## config.mk

```make
export PLATFORM = sky130hd
export DESIGN_NAME = ddr3_traffic_generator
export DESIGN_NICKNAME = d
export VERILOG_FILES = /design/src/rtl/ddr3_test_pkg.sv /design/src/rtl/ddr3_pattern_gen.sv /design/src/rtl/ddr3_traffic_generator.sv
export SDC_FILE = /design/constraint.sdc
export NUM_CORES = 1
export LEC_CHECK = 0
export ABC_CLOCK_PERIOD_IN_PS = 5700
export CAP_MARGIN = 20
export CORE_MARGIN = 10
export CORE_UTILIZATION = 30
export DETAILED_ROUTE_END_ITERATION = 7
export PLACE_DENSITY = 0.55
export REMOVE_ABC_BUFFERS = 1
export SYNTH_ARGS = -nofsm -noshare
export SYNTH_HDL_FRONTEND = slang
export SYNTH_SLANG_ARGS = --single-unit
```

## constraint.sdc

```tcl
create_clock -name clk -period 5.7 [get_ports clk]
set_clock_uncertainty 0.1 [all_clocks]
set_input_delay 0.855 -clock clk [delete_from_list [all_inputs] [get_ports clk]]
set_output_delay 0.855 -clock clk [all_outputs]
set_load 0.05 [all_outputs]
```

## src/rtl/ddr3_test_pkg.sv

```systemverilog
`default_nettype none
// ============================================================================
//  Module      : ddr3_test_pkg
//  Description : Shared state encoding, LFSR constants and counter widths for
//                the DDR3 traffic generator.
//  Revision    : 1.0 - initial release
// ============================================================================
package ddr3_test_pkg;

    localparam int          C_STATE_W   = 3;
    localparam logic [2:0]  C_ST_IDLE    = 3'd0;
    localparam logic [2:0]  C_ST_WRITE   = 3'd1;
    localparam logic [2:0]  C_ST_READ    = 3'd2;
    localparam logic [2:0]  C_ST_WAIT_RD = 3'd3;
    localparam logic [2:0]  C_ST_DONE    = 3'd4;

    localparam int          C_ERR_CNT_W = 16;

    // x^16+x^14+x^13+x^11+1 in right-shifting Fibonacci form taps bits 0,2,3,5
    localparam logic [15:0] C_LFSR_SEED = 16'hACE1;
    localparam logic [15:0] C_LFSR_TAPS = 16'h002D;

    function automatic logic [15:0] lfsr_next(input logic [15:0] s);
        return {^(s & C_LFSR_TAPS), s[15:1]};
    endfunction

endpackage : ddr3_test_pkg
`default_nettype wire

```

## src/rtl/ddr3_pattern_gen.sv

```systemverilog
`default_nettype none
// ============================================================================
//  Module      : ddr3_pattern_gen
//  Description : Test data source; a word counter by default, or a 16-bit
//                PRBS when TRAFFIC_PRBS_PATTERN_EN is defined.
//  Revision    : 1.0 - initial release
// ============================================================================
module ddr3_pattern_gen
    import ddr3_test_pkg::*;
#(
    parameter int DQ_BITWIDTH = 16
) (
    input  logic                   clk,
    input  logic                   rst,
    input  logic                   load_i,
    input  logic                   advance_i,
    output logic [DQ_BITWIDTH-1:0] pattern_o
);

`ifdef TRAFFIC_PRBS_PATTERN_EN
    logic [15:0] lfsr_q;
    logic [15:0] lfsr_d;

    always_comb begin
        lfsr_d = lfsr_q;
        if (load_i) begin
            lfsr_d = C_LFSR_SEED;
        end else if (advance_i) begin
            lfsr_d = lfsr_next(lfsr_q);
        end
    end

    always_ff @(posedge clk or posedge rst) begin
        if (rst) begin
            lfsr_q <= '0;
        end else begin
            lfsr_q <= lfsr_d;
        end
    end

    // Bit-wise modulo mapping truncates narrow buses and replicates wide ones
    for (genvar i = 0; i < DQ_BITWIDTH; i++) begin : g_bits
        assign pattern_o[i] = lfsr_q[i % 16];
    end
`else
    logic [DQ_BITWIDTH-1:0] count_q;
    logic [DQ_BITWIDTH-1:0] count_d;

    always_comb begin
        count_d = count_q;
        if (load_i) begin
            count_d = '0;
        end else if (advance_i) begin
            count_d = count_q + 1'b1;
        end
    end

    always_ff @(posedge clk or posedge rst) begin
        if (rst) begin
            count_q <= '0;
        end else begin
            count_q <= count_d;
        end
    end

    assign pattern_o = count_q;
`endif

endmodule : ddr3_pattern_gen
`default_nettype wire

```

## src/rtl/ddr3_traffic_generator.sv

```systemverilog
`default_nettype none
// ============================================================================
//  Module      : ddr3_traffic_generator
//  Description : Writes NUM_WORDS patterned words, reads them back and checks.
//                Optional PRBS data via macro TRAFFIC_PRBS_PATTERN_EN.
//  Revision    : 1.0 - initial release
// ============================================================================
module ddr3_traffic_generator
    import ddr3_test_pkg::*;
#(
    parameter int ADDRESS_BITWIDTH      = 15,
    parameter int BANK_ADDRESS_BITWIDTH = 3,
    parameter int DQ_BITWIDTH           = 16,
    parameter int NUM_WORDS             = 256,
    parameter int TIMEOUT_CYCLES        = 4096
) (
    input  logic                                              clk,
    input  logic                                              reset,
    input  logic                                              start,
    input  logic                                              ctrl_ready,
    input  logic [DQ_BITWIDTH-1:0]                            o_user_data,
    input  logic                                              o_user_data_valid,
    output logic                                              write_enable,
    output logic                                              read_enable,
    output logic [BANK_ADDRESS_BITWIDTH+ADDRESS_BITWIDTH-1:0] i_user_data_address,
    output logic [DQ_BITWIDTH-1:0]                            i_user_data,
    output logic                                              busy,
    output logic                                              done,
    output logic                                              pass,
    output logic                                              timeout,
    output logic [C_ERR_CNT_W-1:0]                            error_count,
    output logic [BANK_ADDRESS_BITWIDTH+ADDRESS_BITWIDTH-1:0] first_fail_address
);

    localparam int              AW    = BANK_ADDRESS_BITWIDTH + ADDRESS_BITWIDTH;
    localparam int              TMO_W = $clog2(TIMEOUT_CYCLES + 1);
    localparam logic [AW-1:0]   C_LAST_WORD = AW'(NUM_WORDS - 1);
    localparam logic [TMO_W-1:0] C_TMO_LAST = TMO_W'(TIMEOUT_CYCLES - 1);

    logic [C_STATE_W-1:0]   state_q, state_d;
    logic [AW-1:0]          cnt_q, cnt_d;
    logic                   we_q, we_d;
    logic                   re_q, re_d;
    logic                   busy_q, busy_d;
    logic                   done_q, done_d;
    logic                   pass_q, pass_d;
    logic                   tmo_q, tmo_d;
    logic [C_ERR_CNT_W-1:0] err_q, err_d;
    logic [AW-1:0]          ffa_q, ffa_d;
    logic [TMO_W-1:0]       wait_q, wait_d;

    logic                   gen_load;
    logic                   gen_adv;
    logic [DQ_BITWIDTH-1:0] pattern;

    ddr3_pattern_gen #(
        .DQ_BITWIDTH (DQ_BITWIDTH)
    ) u_pattern_gen (
        .clk       (clk),
        .rst       (reset),
        .load_i    (gen_load),
        .advance_i (gen_adv),
        .pattern_o (pattern)
    );

    always_comb begin
        state_d  = state_q;
        cnt_d    = cnt_q;
        we_d     = we_q;
        re_d     = re_q;
        busy_d   = busy_q;
        done_d   = done_q;
        pass_d   = pass_q;
        tmo_d    = tmo_q;
        err_d    = err_q;
        ffa_d    = ffa_q;
        wait_d   = wait_q;
        gen_load = 1'b0;
        gen_adv  = 1'b0;

        case (state_q)
            C_ST_IDLE: begin
                if (start) begin
                    done_d   = 1'b0;
                    pass_d   = 1'b0;
                    tmo_d    = 1'b0;
                    err_d    = '0;
                    ffa_d    = '0;
                    busy_d   = 1'b1;
                    cnt_d    = '0;
                    we_d     = 1'b1;
                    gen_load = 1'b1;
                    state_d  = C_ST_WRITE;
                end
            end
            C_ST_WRITE: begin
                if (we_q && ctrl_ready) begin
                    if (cnt_q == C_LAST_WORD) begin
                        cnt_d    = '0;
                        we_d     = 1'b0;
                        re_d     = 1'b1;
                        gen_load = 1'b1;
                        state_d  = C_ST_READ;
                    end else begin
                        cnt_d   = cnt_q + 1'b1;
                        gen_adv = 1'b1;
                    end
                end
            end
            C_ST_READ: begin
                if (re_q && ctrl_ready) begin
                    re_d    = 1'b0;
                    wait_d  = '0;
                    state_d = C_ST_WAIT_RD;
                end
            end
            C_ST_WAIT_RD: begin
                if (o_user_data_valid) begin
                    gen_adv = 1'b1;
                    if (o_user_data != pattern) begin
                        if (err_q != {C_ERR_CNT_W{1'b1}}) begin
                            err_d = err_q + 1'b1;
                        end
                        if (err_q == '0) begin
                            ffa_d = cnt_q;
                        end
                    end
                    if (cnt_q == C_LAST_WORD) begin
                        state_d = C_ST_DONE;
                    end else begin
                        cnt_d   = cnt_q + 1'b1;
                        re_d    = 1'b1;
                        state_d = C_ST_READ;
                    end
                end else if (wait_q == C_TMO_LAST) begin
                    tmo_d   = 1'b1;
                    state_d = C_ST_DONE;
                end else begin
                    wait_d = wait_q + 1'b1;
                end
            end
            C_ST_DONE: begin
                // err_q/tmo_q are final here; start this cycle is deliberately dropped
                busy_d  = 1'b0;
                done_d  = 1'b1;
                pass_d  = (err_q == '0) && !tmo_q;
                state_d = C_ST_IDLE;
            end
            default: begin
                state_d = C_ST_IDLE;
            end
        endcase
    end

    always_ff @(posedge clk or posedge reset) begin
        if (reset) begin
            state_q <= C_ST_IDLE;
            cnt_q   <= '0;
            we_q    <= 1'b0;
            re_q    <= 1'b0;
            busy_q  <= 1'b0;
            done_q  <= 1'b0;
            pass_q  <= 1'b0;
            tmo_q   <= 1'b0;
            err_q   <= '0;
            ffa_q   <= '0;
            wait_q  <= '0;
        end else begin
            state_q <= state_d;
            cnt_q   <= cnt_d;
            we_q    <= we_d;
            re_q    <= re_d;
            busy_q  <= busy_d;
            done_q  <= done_d;
            pass_q  <= pass_d;
            tmo_q   <= tmo_d;
            err_q   <= err_d;
            ffa_q   <= ffa_d;
            wait_q  <= wait_d;
        end
    end

    assign write_enable        = we_q;
    assign read_enable         = re_q;
    assign i_user_data_address = cnt_q;
    assign i_user_data         = pattern;
    assign busy                = busy_q;
    assign done                = done_q;
    assign pass                = pass_q;
    assign timeout             = tmo_q;
    assign error_count         = err_q;
    assign first_fail_address  = ffa_q;

endmodule : ddr3_traffic_generator
`default_nettype wire

```

==> results of run 1 <==
[through the flow]
stage | setup slack [ns] | util, % | hold slack, ns | instance area, sq um | std cells
after detailed placement | 1.87 | 37.0 | 0.389 | 6070 | 821
after CTS | 2.24 | 39.0 | 0.404 | 6390 | 836
after global placement | 1.95 | 36.9 | 0.374 | 6050 | 820
final | 2.29 | 39.0 | 0.396 | 6400 | 837
after floorplan | 2.41 | - | 0.376 | 4790 | 500
after global routing | 2.03 | 39.0 | 0.430 | 6400 | 837
[state kept, by name, indices dropped and copies added, names as in the netlist]
| name | cells |
|---|---|
| busy | 1 |
| done | 1 |
| error_count | 16 |
| first_fail_address | 18 |
| i_user_data_address | 18 |
| pass | 1 |
| read_enable | 1 |
| state_q | 3 |
| timeout | 1 |
| u_pattern_gen.pattern_o | 16 |
| wait_q | 13 |
| write_enable | 1 |
[worst max-delay path: stages]
cell             delay [ns]
clkdlybuf4s50_1        0.41
xnor2_1                0.23
nand4_1                0.13
nor4_1                 0.37
a311o_1                0.25
buf_4                  0.28
a21o_1                 0.76
mux2i_1                0.27
[kinds of logic (layout without fill, tap and decap cells)]
group	count (synthesis)	count (layout)
buf+inv	54	145
fa+ha+maj	5	5
flops	90	90
xor+xnor	37	37
mux	23	23
simple gates	226	226
compound gates	91	91
[worst min-delay path by stage]
stage	slack, ns	endpoint	from	cells past startpoint
3_3_place_gp	0.37	pass	pass	2
4_1_cts	0.40	done	done	2
2_1_floorplan	0.38	wait_q[1]	wait_q[1]	2
5_1_grt	0.43	pass	pass	2
3_5_place_dp	0.39	done	done	2
6_report	0.40	done	done	2
[power by group]
group | internal (W) | switching (W) | leakage (nW) | total, W
registers | 0.000696 | 0.0000924 | 1.24 | 0.000789
logic | 0.000269 | 0.000537 | 1.22 | 0.000806
clock network | 0.000406 | 0.000239 | 0.156 | 0.000646
total | 0.00137 | 0.000868 | 2.62 | 0.00224
[synth_stat cells, types with 2 or more instances]
library cell and n:
buf_6 3, nor2_1 43, a21o_1 4, xnor2_1 23, a21oi_1 24, a2111oi_0 2, a31oi_1 6, mux2i_1 21
and4_1 4, o31ai_1 14, o21a_1 4, inv_1 28, a211oi_1 4, a41o_1 2, buf_2 3, xor2_1 14
o211ai_1 2, clkbuf_1 12, nand2_1 52, clkbuf_8 4, or4_1 9, a41oi_1 4, nor4_1 7, ha_1 5
or3_1 10, nand2b_1 3, or3_2 2, o21ai_0 17, nor3b_1 2, or4_2 4, nor3_1 14, and2_1 7
dfrtp_1 90, nand4_1 18, mux2_2 2, nand3_1 27, and3_1 10, nand3b_1 3, buf_4 2, or4_4 2
[layer usage]
layer | track usage [%] | vias up | routed length, um
met1 | 16.0 | 2061 | 6310
met3 | 4.28 | 9 | 817
met2 | 20.6 | 93 | 6580
met5 | 0 | - | 0
met4 | 3.48 | 0 | 123
li1 | - | 2059 | -
[area by class of cell]
cell class	count	area [sq um]	share of cell area, %
Inverter	28	106	1.66
Multi-Input combinational cell	382	2430	38.0
Tap cell	220	275	4.30
Clock buffer	13	260	4.07
Sequential cell	90	2250	35.2
Clock inverter	2	60.1	0.939
Timing Repair Buffer	102	1010	15.8
==> metrics, run 1 <==
io pins=95; Num CTS Buffers=9; Ant. Diodes=0; final hold viol count=0; post-synth top area share=45.2%; Syn. warnings=0; vias in the first global route=4259; share of post-route cells with drive strength above 1=6.65%; hold_buf cts=0; post-synthesis register bit count=90; Layout area overhead=28.5%; ratio of final minimum period to clock period=59.9%; ys async rst share=100%; Worst setup SP type=input pin; Core ar.=16400 sq um; Die Y=149 um; largest net degree at the start of global routing=36; Avg Synthesized Cell Area=9.46 sq um; RSZ-0062 raised after global routing=false; synth unique cells=59; setup slack, reg-to-reg=2.59 ns; vias=4222; synth top area cells=dfrtp_1 (45%), mux2i_1 (4.2%), xnor2_1 (4.0%); top_reg_cell synth=dfrtp_1; total track usage=12.8%; die area=22100 sq um; Synth Area in Compound Gates=12.3%; port buffer count=94; Post-synth EDFFs=0; Vias/cell=5.04; largest family of logic cells by synthesized area=simple AND/OR/NAND/NOR gates; Post-Syn Area=4980 sq um; fin. max-slew vios=0; CP arrival=3.57 ns; clock root buffer=clkbuf_16; Crit. End Element=flip-flop; commonest non-fill, non-tap cell in the layout=clkdlybuf4s50_1; Clk Latency, worst-skew pair=0.34 ns; Max clock buf depth=2; area share of and/or/nand/nor cells after synthesis=24.1%; worst r2r src=i_user_data_address[9]; mux contribution to synthesized area=4.67%; final setup vio count=0; LEAKAGE=2.62 nW; final setup TNS=0 ns; most frequent cells in the layout=clkdlybuf4s50_1 (94), dfrtp_1 (90), nand2_1 (52); DR iter-0 viols=308; drt total wl=13800 um; RR Endpoint=i_user_data_address[14]; clock slew at reported path FFs=0.06 ns; total grt overflow=0; Worst IR Drop VDD=186 uV; Post-Syn Instances=526; Worst setup endpoint=first_fail_address[9]; antenna violations before repair=0; antenna viol nets, final=0; post-layout min period=3.41 ns; post-CTS setup repair buffer count=0; H-tree Lvls=3; # resized after CTS=0; Yosys top cell by area=dfrtp_1; Worst Path Class, Setup=in2reg; FF-to-FF path depth=7; Pre-antenna DRT Iters=6; DP Wirelength=10000 um; Max Cap Viol=0; Rel. slew slack=36.0%; status=completed; CP required=5.86 ns; Design Power=0.00224 W; P per Cell Area=350 nW/um^2; Least-Margin Pin Slew=0.959 ns; CTS tree=yes; worst-path fanout max=30; Num Clock Sinks=90; first-pass GRT wire length=22900 um; Filler cells=1643; post-synthesis sequential area ratio=45.2%; worst min path class=reg2reg; Synth Area in Adders=1.26%; Chip Width=149 um; XOR/XNOR Fraction of Synth Area=6.51%; Max Fclk=293 MHz; fin nets=639; mean routed wirelength per cell=16.5 um; row cnt=47; RD Place Congestion=0.789; post-detailed-route DRC marker count=0; Setup crit start=o_user_data[14]; starting density of the core=30.3%
Power figures use the tool's default switching activity.
==> run 2, diff against run 1 <==
--- a/config.mk
+++ b/config.mk
@@ -5,7 +5,7 @@
 export SDC_FILE = /design/constraint.sdc
 export NUM_CORES = 1
 export LEC_CHECK = 0
-export ABC_CLOCK_PERIOD_IN_PS = 5700
+export ABC_CLOCK_PERIOD_IN_PS = 3150
 export CAP_MARGIN = 20
 export CORE_MARGIN = 10
 export CORE_UTILIZATION = 30
==> constraint.sdc (replaced) <==
create_clock -name clk -period 3.15 [get_ports clk]
set_clock_uncertainty 0.1 [all_clocks]
set_input_delay 0.4725 -clock clk [delete_from_list [all_inputs] [get_ports clk]]
set_output_delay 0.4725 -clock clk [all_outputs]
set_load 0.05 [all_outputs]
==> metrics, run 2 (synthesized netlist as in run 1, its figures left out) <==
final hold viol count=0 (unchanged); CTS tree=yes; post-layout min period=2.89 ns; cell repeated most along the worst path=or4_4; DR top layer=met4; Placed Area=6140 sq um (+1.1%); design area=6450 sq um (+0.82%); P per Cell Area=631 nW/um^2 (+80%); Max Fclk=346 MHz; Pre-antenna DRT Iters=4 (-2); Worst Path Class, Setup=reg2reg; setup slack, reg-to-reg=0.26 ns (-2.33 ns); die area=22100 sq um (unchanged); total grt overflow=0 (unchanged); Cell Count, Final, Fillers Out=844 (+0.84%); final setup TNS=0 ns (unchanged); first-pass GRT wire length=22800 um (-0.57%); Least-Margin Pin Slew=0.615 ns (-0.345 ns); vias=4303 (+1.9%); met2 WL=6840 um (+4.0%); FF-to-FF path depth=6 (-1); Multi-input gate area=2430 sq um (unchanged); Cells after DPL=828 (+0.85%); CP required=3.27 ns (-2.59 ns); fin. max-slew vios=0 (unchanged); H-tree Lvls=3 (unchanged); vias in the first global route=4178 (-1.9%); commonest non-fill, non-tap cell in the layout=clkdlybuf4s50_1; share of post-route cells with drive strength above 1=7.85% (+1.2 points); DP Wirelength=10300 um (+2.1%); LEAKAGE=2.66 nW (+1.5%); Ant. Diodes=0 (unchanged); Filler cells=1595 (-2.9%); DR iter-0 viols=200 (-35%); met3 wire length=953 um (+17%); mean routed wirelength per cell=16.6 um (+0.64%); clock root buffer=clkbuf_16; Worst setup SP type=flip-flop; status=completed; most frequent cells in the layout=clkdlybuf4s50_1 (94), dfrtp_1 (90), nand2_1 (52); Chip Width=149 um (unchanged); Cell Chain, Critical Path=or4_4 -> or4_4 -> o21ai_4 -> a21o_1 -> nor2_1 -> mux2_2; Num CTS Buffers=9 (unchanged); worst r2r src=i_user_data_address[9]; Layout area overhead=29.6%; antenna viol nets, final=0 (unchanged); antenna violations before repair=0 (unchanged); Clk Latency, worst-skew pair=0.34 ns (about the same); # resized after CTS=0 (unchanged); hold_buf cts=0 (unchanged); final setup vio count=0 (unchanged); port buffer count=94 (unchanged); CP arrival=3.02 ns (-0.55 ns); largest net degree at the start of global routing=59 (+64%); Num Clock Sinks=90 (unchanged); critical path's slowest cell=or4_4; row cnt=47 (unchanged); RD Place Congestion=0.851 (+7.9%); Metal-1 WL=6140 um (-2.8%); Die Y=149 um (unchanged); Crit. End Element=flip-flop; Max clock buf depth=2 (unchanged); Seq. cell area=2250 sq um (unchanged); io pins=95 (unchanged); Vias/cell=5.10 (+1.1%); ratio of final minimum period to clock period=91.8%; Rel. slew slack=59.0% (+23 points); total track usage=12.7% (-0.072 points); starting density of the core=30.3% (unchanged); RSZ-0062 raised after global routing=false; Worst IR Drop VDD=335 uV (+80%); drt total wl=14000 um (+1.5%); Core ar.=16400 sq um (unchanged); post-CTS setup repair buffer count=0 (unchanged); RR Endpoint=i_user_data_address[0]; slowest stage delay, CP=0.57 ns (-0.19 ns); clock slew at reported path FFs=0.06 ns (about the same); post-detailed-route DRC marker count=0 (unchanged); worst-path fanout max=19 (-37%); fin nets=646 (+1.1%); Max Cap Viol=0 (unchanged); worst min path class=in2async
run 2: how the worst max path moves through the flow:
| stage | slack, ns | from | cells after the start | endpoint |
|---|---|---|---|---|
| 4_1_cts | 0.24 | i_user_data_address[9] | 6 | i_user_data_address[0] |
| 3_5_place_dp | 0.09 | ctrl_ready | 7 | i_user_data_address[10] |
| 6_report | 0.26 | i_user_data_address[9] | 6 | i_user_data_address[0] |
| 5_1_grt | 0.11 | i_user_data_address[9] | 6 | i_user_data_address[0] |
| 2_1_floorplan | 0.1 | i_user_data_address[9] | 6 | i_user_data_address[11] |
| 3_3_place_gp | 0.16 | ctrl_ready | 7 | i_user_data_address[10] |
run 2: critical path: cells and delay by family (launching register included):
family / cells / cell delay [ns]
AO/OA/AOI/OAI: 2 / 0.67
flip-flops: 1 / 0.47
multiplexers: 1 / 0.29
AND/OR/NAND/NOR: 3 / 1.24
run 2: per-layer routing:
layer,GRT usage (%),vias to the layer above
met5,0,-
met4,3.09,0
met3,4.31,6
met2,20.6,107
met1,15.9,2108
li1,-,2082
run 2: power breakdown:
group / total (W) / internal (W) / leakage [nW] / switching, W
logic: 0.00156 / 0.000541 / 1.27 / 0.00102
registers: 0.00140 / 0.00126 / 1.24 / 0.000139
clock network: 0.00111 / 0.000675 / 0.152 / 0.000438
total: 0.00407 / 0.00248 / 2.66 / 0.00160
run 2: final cells by class:
cell class	instances	area share, %
repair buffers	109	16.7
multi-input cells	382	37.7
flip-flops and latches	90	34.9
inverters	28	1.65
clock inverters	2	0.543
clock buffers	13	4.19
well taps	220	4.27
run 2: metrics by stage:
stage / power, W / utilization, % / hold WS [ns] / setup slack (ns)
after detailed placement: 0.00299 / 37.4 / 0.393 / 0.0885
final: 0.00407 / 39.3 / 0.408 / 0.257
after global placement: 0.00296 / 37.4 / 0.392 / 0.160
after CTS: 0.00413 / 39.3 / 0.408 / 0.236
after global routing: 0.00431 / 39.3 / 0.444 / 0.106
after floorplan: 0.00238 / - / 0.376 / 0.0985
==> run 3, diff against run 2 <==
--- a/config.mk
+++ b/config.mk
@@ -9,6 +9,7 @@
 export CAP_MARGIN = 20
 export CORE_MARGIN = 10
 export CORE_UTILIZATION = 30
+export CTS_CLUSTER_SIZE = 12
 export DETAILED_ROUTE_END_ITERATION = 7
 export PLACE_DENSITY = 0.55
 export REMOVE_ABC_BUFFERS = 1
==> results of run 3 <==
Final layout, timing and power as in run 2 (identical DEF).
